### src/rtl/imem_ctrl_pkg.sv
// Shared types for the instruction-memory fetch controller: state encoding,
// fetch-buffer entry layout and the performance-counter width.
package imem_ctrl_pkg;

    typedef enum logic [1:0] {
        S_LOAD = 2'd0,
        S_RUN  = 2'd1,
        S_HALT = 2'd2
    } imem_state_e;

    localparam int IMEM_ADDR_W = 13;
    localparam int IMEM_DATA_W = 32;
    localparam int PERF_CNT_W  = 32;

    // Buffer entries are packed {pc, instr}, pc in the upper bits.
    typedef struct packed {
        logic [IMEM_ADDR_W-1:0] pc;
        logic [IMEM_DATA_W-1:0] instr;
    } fetch_entry_t;

    function automatic logic [PERF_CNT_W-1:0] sat_inc(input logic [PERF_CNT_W-1:0] v);
        return (v == '1) ? v : v + PERF_CNT_W'(1);
    endfunction

endpackage

### src/rtl/imem_fetch_buf.sv
// Small synchronous FIFO holding fetched {pc, instr} entries; flush empties it
// in one cycle and takes priority over push/pop.
module imem_fetch_buf #(
    parameter int DEPTH = 4,
    parameter int WIDTH = 45
) (
    input  logic                     clk,
    input  logic                     rst_n,
    input  logic                     push,
    input  logic                     pop,
    input  logic                     flush,
    input  logic [WIDTH-1:0]         push_data,
    output logic [WIDTH-1:0]         head_data,
    output logic [$clog2(DEPTH):0]   count,
    output logic                     full,
    output logic                     empty
);
    localparam int PW = $clog2(DEPTH);
    localparam int CW = PW + 1;

    logic [PW-1:0]    wr_ptr_reg, rd_ptr_reg;
    logic [CW-1:0]    count_reg;
    logic [WIDTH-1:0] entry_data [DEPTH];
    logic             do_push, do_pop;

    assign do_push = push && !full && !flush;
    assign do_pop  = pop && !empty && !flush;

    genvar gi;
    generate
        for (gi = 0; gi < DEPTH; gi++) begin : g_entry
            logic [WIDTH-1:0] entry_reg;
            always_ff @(posedge clk or negedge rst_n) begin
                if (!rst_n)
                    entry_reg <= '0;
                else if (do_push && wr_ptr_reg == PW'(gi))
                    entry_reg <= push_data;
            end
            assign entry_data[gi] = entry_reg;
        end
    endgenerate

    always_ff @(posedge clk or negedge rst_n) begin
        if (!rst_n) begin
            wr_ptr_reg <= '0;
            rd_ptr_reg <= '0;
            count_reg  <= '0;
        end else if (flush) begin
            wr_ptr_reg <= '0;
            rd_ptr_reg <= '0;
            count_reg  <= '0;
        end else begin
            if (do_push) wr_ptr_reg <= wr_ptr_reg + PW'(1);
            if (do_pop)  rd_ptr_reg <= rd_ptr_reg + PW'(1);
            case ({do_push, do_pop})
                2'b10:   count_reg <= count_reg + CW'(1);
                2'b01:   count_reg <= count_reg - CW'(1);
                default: count_reg <= count_reg;
            endcase
        end
    end

    assign head_data = entry_data[rd_ptr_reg];
    assign count     = count_reg;
    assign full      = (count_reg == CW'(DEPTH));
    assign empty     = (count_reg == '0);

endmodule

### src/rtl/imem_fetch_ctrl.sv
// Instruction-memory sequencer: program LOAD phase, then sequential RUN fetch
// into a buffer with redirect/halt. IMEM_PERF_CNT_EN adds delivery/empty counters.
module imem_fetch_ctrl
    import imem_ctrl_pkg::*;
#(
    parameter int                    ADDR_WIDTH = 13,
    parameter int                    DATA_WIDTH = 32,
    parameter logic [ADDR_WIDTH-1:0] RESET_PC   = '0,
    parameter int                    BUF_DEPTH  = 4
) (
    input  logic                  clk,
    input  logic                  rst_n,
    input  logic                  ld_valid,
    output logic                  ld_ready,
    input  logic [DATA_WIDTH-1:0] ld_data,
    input  logic                  ld_last,
    input  logic                  load_req,
    output logic                  load_ovf,
    output logic [ADDR_WIDTH-1:0] mem_addr,
    output logic                  mem_rd_en,
    output logic                  mem_wr_en,
    output logic [DATA_WIDTH-1:0] mem_wdata,
    input  logic [DATA_WIDTH-1:0] mem_rdata,
    output logic                  if_valid,
    input  logic                  if_ready,
    output logic [DATA_WIDTH-1:0] if_instr,
    output logic [ADDR_WIDTH-1:0] if_pc,
    input  logic                  redirect_valid,
    input  logic [ADDR_WIDTH-1:0] redirect_pc,
    input  logic                  halt_req,
    output logic [1:0]            state_o,
    output logic [31:0]           perf_fetch_cnt,
    output logic [31:0]           perf_empty_cnt
);
    localparam int CW = $clog2(BUF_DEPTH) + 1;
    localparam int EW = ADDR_WIDTH + DATA_WIDTH;

    imem_state_e           state_reg, state_next;
    logic [ADDR_WIDTH-1:0] ld_ptr_reg, ld_ptr_next;
    logic [ADDR_WIDTH-1:0] pc_reg, pc_next;
    logic [ADDR_WIDTH-1:0] inflight_pc_reg, inflight_pc_next;
    logic                  inflight_reg, inflight_next;
    logic                  load_ovf_reg, load_ovf_next;

    logic          buf_push, buf_flush, buf_full, buf_empty, if_fire;
    logic [CW-1:0] buf_count, occupancy;
    logic [EW-1:0] head_data;

    assign occupancy = buf_count + CW'(inflight_reg);
    assign if_valid  = !buf_empty;
    assign if_fire   = if_valid && if_ready;

    always_ff @(posedge clk or negedge rst_n) begin
        if (!rst_n) begin
            state_reg       <= S_LOAD;
            ld_ptr_reg      <= '0;
            pc_reg          <= RESET_PC;
            inflight_pc_reg <= '0;
            inflight_reg    <= 1'b0;
            load_ovf_reg    <= 1'b0;
        end else begin
            state_reg       <= state_next;
            ld_ptr_reg      <= ld_ptr_next;
            pc_reg          <= pc_next;
            inflight_pc_reg <= inflight_pc_next;
            inflight_reg    <= inflight_next;
            load_ovf_reg    <= load_ovf_next;
        end
    end

    always_comb begin
        state_next       = state_reg;
        ld_ptr_next      = ld_ptr_reg;
        pc_next          = pc_reg;
        inflight_pc_next = inflight_pc_reg;
        inflight_next    = inflight_reg;
        load_ovf_next    = load_ovf_reg;
        ld_ready         = 1'b0;
        mem_addr         = '0;
        mem_rd_en        = 1'b0;
        mem_wr_en        = 1'b0;
        mem_wdata        = '0;
        buf_push         = 1'b0;
        buf_flush        = 1'b0;
        case (state_reg)
            S_LOAD: begin
                ld_ready  = 1'b1;
                mem_wr_en = ld_valid;
                mem_addr  = ld_ptr_reg;
                mem_wdata = ld_data;
                if (ld_valid) begin
                    ld_ptr_next = ld_ptr_reg + ADDR_WIDTH'(1);
                    if (ld_ptr_reg == '1)
                        load_ovf_next = 1'b1;
                    if (ld_last) begin
                        state_next = S_RUN;
                        pc_next    = RESET_PC;
                    end
                end
            end
            S_RUN: begin
                if (halt_req || redirect_valid) begin
                    // The response of the read issued last cycle is dropped here.
                    buf_flush     = 1'b1;
                    inflight_next = 1'b0;
                    if (halt_req)
                        state_next = S_HALT;
                    else
                        pc_next = redirect_pc;
                end else begin
                    buf_push      = inflight_reg;
                    inflight_next = 1'b0;
                    if (occupancy < CW'(BUF_DEPTH)) begin
                        mem_rd_en        = 1'b1;
                        mem_addr         = pc_reg;
                        pc_next          = pc_reg + ADDR_WIDTH'(1);
                        inflight_next    = 1'b1;
                        inflight_pc_next = pc_reg;
                    end
                end
            end
            S_HALT: begin
                if (load_req) begin
                    state_next  = S_LOAD;
                    ld_ptr_next = '0;
                end
            end
            default: state_next = S_LOAD;
        endcase
    end

    imem_fetch_buf #(
        .DEPTH (BUF_DEPTH),
        .WIDTH (EW)
    ) u_buf (
        .clk       (clk),
        .rst_n     (rst_n),
        .push      (buf_push),
        .pop       (if_fire),
        .flush     (buf_flush),
        .push_data ({inflight_pc_reg, mem_rdata}),
        .head_data (head_data),
        .count     (buf_count),
        .full      (buf_full),
        .empty     (buf_empty)
    );

    assign if_instr = buf_empty ? '0 : head_data[DATA_WIDTH-1:0];
    assign if_pc    = buf_empty ? '0 : head_data[EW-1:DATA_WIDTH];
    assign load_ovf = load_ovf_reg;
    assign state_o  = state_reg;

`ifdef IMEM_PERF_CNT_EN
    logic [PERF_CNT_W-1:0] perf_fetch_reg, perf_empty_reg;
    logic                  enter_load;

    assign enter_load = (state_next == S_LOAD) && (state_reg != S_LOAD);

    always_ff @(posedge clk or negedge rst_n) begin
        if (!rst_n) begin
            perf_fetch_reg <= '0;
            perf_empty_reg <= '0;
        end else if (enter_load) begin
            perf_fetch_reg <= '0;
            perf_empty_reg <= '0;
        end else begin
            if (if_fire)
                perf_fetch_reg <= sat_inc(perf_fetch_reg);
            if (state_reg == S_RUN && buf_empty)
                perf_empty_reg <= sat_inc(perf_empty_reg);
        end
    end

    assign perf_fetch_cnt = perf_fetch_reg;
    assign perf_empty_cnt = perf_empty_reg;
`else
    assign perf_fetch_cnt = '0;
    assign perf_empty_cnt = '0;
`endif

endmodule

### config.mk
export PLATFORM = sky130hd
export DESIGN_NAME = imem_fetch_ctrl
export DESIGN_NICKNAME = d
export VERILOG_FILES = /design/src/rtl/imem_ctrl_pkg.sv /design/src/rtl/imem_fetch_buf.sv /design/src/rtl/imem_fetch_ctrl.sv
export SDC_FILE = /design/constraint.sdc
export NUM_CORES = 1
export LEC_CHECK = 0
export BUFFER_PORTS_ARGS = -buffer_cell sky130_fd_sc_hd__buf_4
export CAP_MARGIN = 20
export CORE_MARGIN = 2
export CORE_UTILIZATION = 54
export DETAILED_ROUTE_END_ITERATION = 10
export PLACE_DENSITY = 0.83
export SETUP_SLACK_MARGIN = 0.4
export SLEW_MARGIN = 15
export SYNTH_ARGS = -nofsm -noshare
export SYNTH_HDL_FRONTEND = slang
export SYNTH_SLANG_ARGS = --single-unit
### constraint.sdc
create_clock -name clk -period 4.8 [get_ports clk]
set_clock_uncertainty 0.05 [all_clocks]
set_input_delay 0.24 -clock clk [delete_from_list [all_inputs] [get_ports clk]]
set_output_delay 0.24 -clock clk [all_outputs]
set_load 0.03 [all_outputs]
* Yosys cells after proc, flatten, opt, wreduce, memory -nomap -nowiden
Index checks and enable logic that the tools add are counted. W data, S select, Z words.
Storage, ports and cells: register bits after elaboration 230, bits in latches 0, memory bits (writable) 0, memory bits (read-only) 0, output and inout bits 161, word-level logic and storage cells 105, memories kept 0
Operators by class: add/sub/neg operators 7, multipliers 0, div/mod/pow operators 0, $lt $le $gt $ge 2, equality and inequality tests 16, shifts and indexed selects 0, mux-type cells 39, bitwise gates (word level) 2, reductions and logical operators 26
Operators with widths (number):
- $mux W13 | 10
- $bmux W45 S2 | 1
- $mux W45 | 2
- $pmux W13 S2 | 3
- $mux W32 | 2
- $add A13 B1 Y13 const B | 2
- $mux W2 | 9
- $eq A13 B13 Y1 const B | 1
- $ne A2 B2 Y1 const B | 5
- $reduce_and A5 Y1 | 2
- $logic_and A1 B1 Y1 | 9
- $mux W1 | 9
- $reduce_and A3 Y1 | 3
- $eq A2 B2 Y1 const B | 4
- $reduce_bool A2 Y1 | 4
- $eq A2 B1 Y1 const B | 3
- $ne A3 B3 Y1 const B | 2
- $pmux W2 S3 | 1
- $pmux W3 S2 | 1
- $add A2 B1 Y2 const B | 2
- $logic_not A2 Y1 | 2
- $add A3 B1 Y3 | 1
- $add A3 B1 Y3 const B | 1
- $eq A3 B3 Y1 const B | 1
- other kinds (10) | 12

* Depth between registers and ports, before layout
depth after elaboration 8, depth in mapped cells 8, gate-level depth less buffers 7

* By module
A second synthesis with hierarchy kept.
Second synthesis, totals: cell total of the unflattened synthesis 928, area total of the unflattened synthesis 12467.0 µm²
By module, submodules not included:
- imem_fetch_buf | instances 1, cells each 501, area each 9157.5 µm², sequential area each 4679.5 µm²
- imem_fetch_ctrl | instances 1, cells each 427, area each 3309.4 µm², sequential area each 1076.0 µm²

* Worst setup path after synthesis
No wires, ideal clock.
path kind register to register, from reg state_reg[0], in the netlist state_o[0], to reg u_buf.count_reg[2], in the netlist u_buf.count[2], library setup time 78 ps, arrival time 2570 ps, data required time 4672 ps, setup slack 2102 ps, cell stages (with the launch flop) 9, buffers on the path 1, clock period less this slack 2698 ps, path through dfrtp_1 -> nor4b_4 -> o311a_1 -> buf_4 -> nor3_1 -> fa_1 -> or3_1 -> a21o_1 -> a21oi_1
On the way: longest elaborated chain between the ends 7, elaborated cells on any way between the ends 12, classes of those cells eq/ne (3); mux (4); reduce/logical (5)
Ends and longest elaborated chain:
- from (decl) | RTL line imem_fetch_ctrl.sv:38 | imem_state_e state_reg, state_next;
- from (signal assigned) | RTL line imem_fetch_ctrl.sv:62 | state_reg <= state_next;
- $eq A2 B1 Y1 (*) | RTL line imem_fetch_ctrl.sv:85 | case (state_reg)
- $mux W1 | RTL line imem_fetch_ctrl.sv:85
- $logic_not A1 Y1 or $logic_and A1 B1 Y1 (tied branches) | RTL line imem_fetch_buf.sv:26, imem_fetch_buf.sv:27
- $logic_and A1 B1 Y1 (on tied branches) | RTL line imem_fetch_buf.sv:27, imem_fetch_buf.sv:26
- $eq A2 B1 Y1 or $eq A2 B2 Y1 (tied branches) | RTL line imem_fetch_buf.sv:55 | case ({do_push, do_pop})
- $pmux W3 S2 | RTL line imem_fetch_buf.sv:55
- $mux W3 | RTL line imem_fetch_buf.sv:48 | end else if (flush) begin
- to (signal assigned) | RTL line imem_fetch_buf.sv:56 | 2'b10: count_reg <= count_reg + CW'(1);
- to (signal assigned) | RTL line imem_fetch_buf.sv:57 | 2'b01: count_reg <= count_reg - CW'(1);
- to (signal assigned) | RTL line imem_fetch_buf.sv:58 | default: count_reg <= count_reg;
- to (decl) | RTL line imem_fetch_buf.sv:22 | logic [CW-1:0] count_reg;
Every way passes the cells marked *; elsewhere a longest branch is shown, timed or not. A chain may end at the register's enable or synchronous reset.

* Worst setup path in the final report
from reg state_reg[0], in the netlist state_o[0], to out mem_addr[1]
On the way: longest elaborated chain between the ends 2, elaborated cells on any way between the ends 3, classes of those cells eq/ne (1); mux (1); reduce/logical (1)
Ends and longest elaborated chain:
- $eq A2 B1 Y1 or $logic_not A2 Y1 (tied branches) | RTL line imem_fetch_ctrl.sv:85
- $pmux W13 S2 (*) | RTL line imem_fetch_ctrl.sv:85
- to (decl) | RTL line imem_fetch_ctrl.sv:19 | output logic [ADDR_WIDTH-1:0] mem_addr,
Marked as above.

==> reports/results.tsv <==
stage	metric	value	unit
outcome	outcome	finished, final reports clean	
setup_path	CP bufs+invs	2	
timing	fin crit share	0.790	
synth	syn_area_per_cell	13.5	µm²
final_layout	Diodes inserted	0	
route	Via density	5.43	
route	DRC	0	
timing	Hold Worst Slack	0.00755	ns
synth	share of the synthesized area in the top cell type	0.476	
power	Net Switching	2.17	mW
final_layout	layout cells sized above 1	0.411	
setup_path	worst path cell trace	nor4b_4, nand2_1, inv_1, nand2_1, a21oi_1, buf_4	
final_layout	final core utilization	0.667	
setup_path	Worst path max stage delay	0.75	ns
final_layout	Non-Filler Instances	1403	
floorplan	die width	154	µm
route	DR pass1 iterations	6	
timing	measured slew at the worst slew-check pin	1.02	ns
place	placed insts	1314	
synth	synthesized flop and latch total	230	
power	Clk pwr share	0.304	
final_layout	cell area after layout	14600	µm²
global_routing	number of global-route vias before repair	8235	
timing	Final setup viols	0	
floorplan	die height	154	µm
setup_path	CP required	4.51	ns
worst_hold_path	worst hold path class	in -> reg	
clocking	Clock transition at path regs	0.06	ns
clocking	# hold bufs at CTS	45	
synth	Area contributors post-synth	dfrtp_1, mux2_4, mux4_2	
final_layout	fill cell count	1534	
floorplan	core area	21900	µm²
setup_path	crit path max-delay cell type	dfrtp_1	
route	number of DRC markers in iteration 0	358	
global_routing	first-pass GRT wire length	44300	µm
synth	post-synthesis cell type count	44	
timing	RSZ-0062 raised after global routing	false	
route	Total Wirelength	27400	µm
timing	Max-slew headroom	0.318	
global_routing	antenna violations before repair	0	
synth	Mapped Area	12100	µm²
global_routing	Total GRT Usage	0.233	
power	power per cell area	444	nW/µm²
floorplan	Rows	54	
floorplan	die area	23600	µm²
power	combinational share of power	0.292	
power	peak supply drop	0.262	mV
final_layout	Layout Nets	1198	
setup_path	Worst Setup SP	state_o[0]	
route	DR vias	7621	
place	count of input and output buffers	181	
final_layout	Largest register FFs	180	
route	DR WL/cell	19.5	µm
synth	ys flop type	dfrtp_1	
power	Lkg Pwr	7.68	nW
place	HPWL after detailed placement	16800	µm
place	DP Area	13300	µm²
synth	Async S/R FF share, synth	1.00	
final_layout	synth-to-layout area growth	20.8	%
clocking	H-tree levels	1	
synth	Mapped Cells	897	
setup_path	Worst setup EP type	output pin	
setup_path	family with the most delay on the worst path	simple AND/OR/NAND/NOR gates	
clocking	Num CTS Buffers	25	
synth	post-synthesis sequential area ratio	0.476	
floorplan	I/O Pins	246	
setup_path	Critical Path Start Type	register	
clocking	Clk Latency, worst-skew pair	0.52	ns
setup_path	Reg2Reg Launch Point	state_o[0]	
timing	max frequency	264	MHz
global_routing	pin count of the biggest net entering global routing	138	
clocking	clock root buffer	clkbuf_16	
clocking	setup bufs post-CTS	0	
timing	Slew Viols, Final	0	
synth	EDFF count, synth	0	
clocking	Sink Count	230	
clocking	buffer depth of the longest clock path	3	
power	Reg power frac	0.404	
clocking	CTS resizes	0	
place	GP Congestion	0.860	
floorplan	initial core utilization	0.553	
timing	setup_tns	0	ns
worst_hold_path	min-delay src	redirect_pc[1]	
clocking	TritonCTS clock tree	built	
setup_path	most frequent CP cell	nand2_1	
setup_path	worst setup path category	reg -> out	
synth	cell taking the most area after synthesis	dfrtp_1	
power	switching share of power	0.335	
synth	YS warnings	0	
timing	Hold Vio Cnt, Final	0	
route	remaining antenna violation count	0	
power	Int Pwr	4.32	mW
flow_run	number of max-cap violations	0	
timing	min Tclk post-route	3.79	ns
setup_path	Arrival @ worst endpoint	3.50	ns
global_routing	GRT Residual Overflow	0	
setup_path	worst-path fanout max	26	
[worst paths after layout]
kind,end,slack [ns],depth (start not counted)
worst min register to register,load_ovf,0.42,1
max in group asynchronous,u_buf.g_entry[1].entry_reg[29],3.25,3
min in group asynchronous,u_buf.g_entry[0].entry_reg[12],0.36,2
worst max register to register,u_buf.g_entry[1].entry_reg[30],1.34,4
worst max-delay path,mem_addr[1],1.01,6
worst min-delay path,pc_reg[1],0.008,3
[Yosys cell counts (3+ instances only)]
cell type	count
o21ai_0	19
mux4_2	45
nand2_1	57
nand2_4	4
dfrtp_1	230
inv_1	12
xnor2_1	8
mux2_4	160
buf_6	16
mux2i_1	4
xor2_1	9
buf_4	65
nor3_1	7
clkbuf_1	22
or3_1	3
nand3_1	14
a21oi_1	24
and2_1	79
buf_2	7
and3_1	4
nor2_1	34
a22oi_1	4
mux2_2	20
ha_1	6
nand2b_1	15
nor4_1	3
o22ai_1	4
[through the flow]
step                      power [mW]  setup slack, ns
final                           6.49             1.01
after global placement          4.44             1.45
after CTS                       6.53             1.05
after floorplan                 3.90             2.10
after global routing            6.79            0.745
after detailed placement        4.50             1.40
[worst register-to-register path, stage by stage, from the launching register on]
cell and delay [ns]:
dfrtp_1 0.75, nor4b_4 0.63, o311a_1 0.71, nand2_4 0.67, mux2_4 0.53
[metal layers]
layer / GRT usage / part of all wire
met5: 0 / 0
met4: 0.0542 / 0.023
met3: 0.0330 / 0.052
met2: 0.415 / 0.52
met1: 0.302 / 0.41
[power by group through the flow]
| stage | Sequential [mW] | Combinational [mW] | Clock (mW) |
|---|---|---|---|
| 6_report | 2.62 | 1.89 | 1.98 |
| 5_1_grt | 2.68 | 2.03 | 2.09 |
| 4_1_cts | 2.62 | 1.90 | 2.01 |
| 3_5_place_dp | 2.64 | 1.86 | 0 |
| 3_3_place_gp | 2.63 | 1.81 | 0 |
| 2_1_floorplan | 2.40 | 1.50 | 0 |
[placed cells by master (no fill, tap or decap), types with 20 or more instances in the layout]
master,instances
conb_1,64
nor2_1,34
nand2_1,57
clkbuf_16,25
dfrtp_1,228
mux2_4,160
and2_1,79
a21oi_1,24
dlygate4sd3_1,45
mux4_2,45
buf_4,184
mux2_2,20
[cell families after synthesis]
kind of cell               after synthesis  synth area share
muxes                                  229             0.304
other                                    1          0.000310
and+or+nand+nor                        226            0.0996
adders and majority gates                7           0.00786
DFF                                    230             0.476
AOI/OAI and AO/OA                       63            0.0304
xor gates and xnor gates                17            0.0123
buffers and inverters                  124            0.0693
[cell type report]
class / instances / area, µm² / area share
multi-input cells: 606 / 5740 / 0.393
clock buffers: 31 / 688 / 0.0471
clock inverters: 13 / 161 / 0.0110
repair buffers: 231 / 1870 / 0.128
inverters: 12 / 45.0 / 0.00308
well taps: 280 / 350 / 0.0240
flip-flops and latches: 230 / 5760 / 0.394
Note: power is estimated with default switching activity, not from simulation.
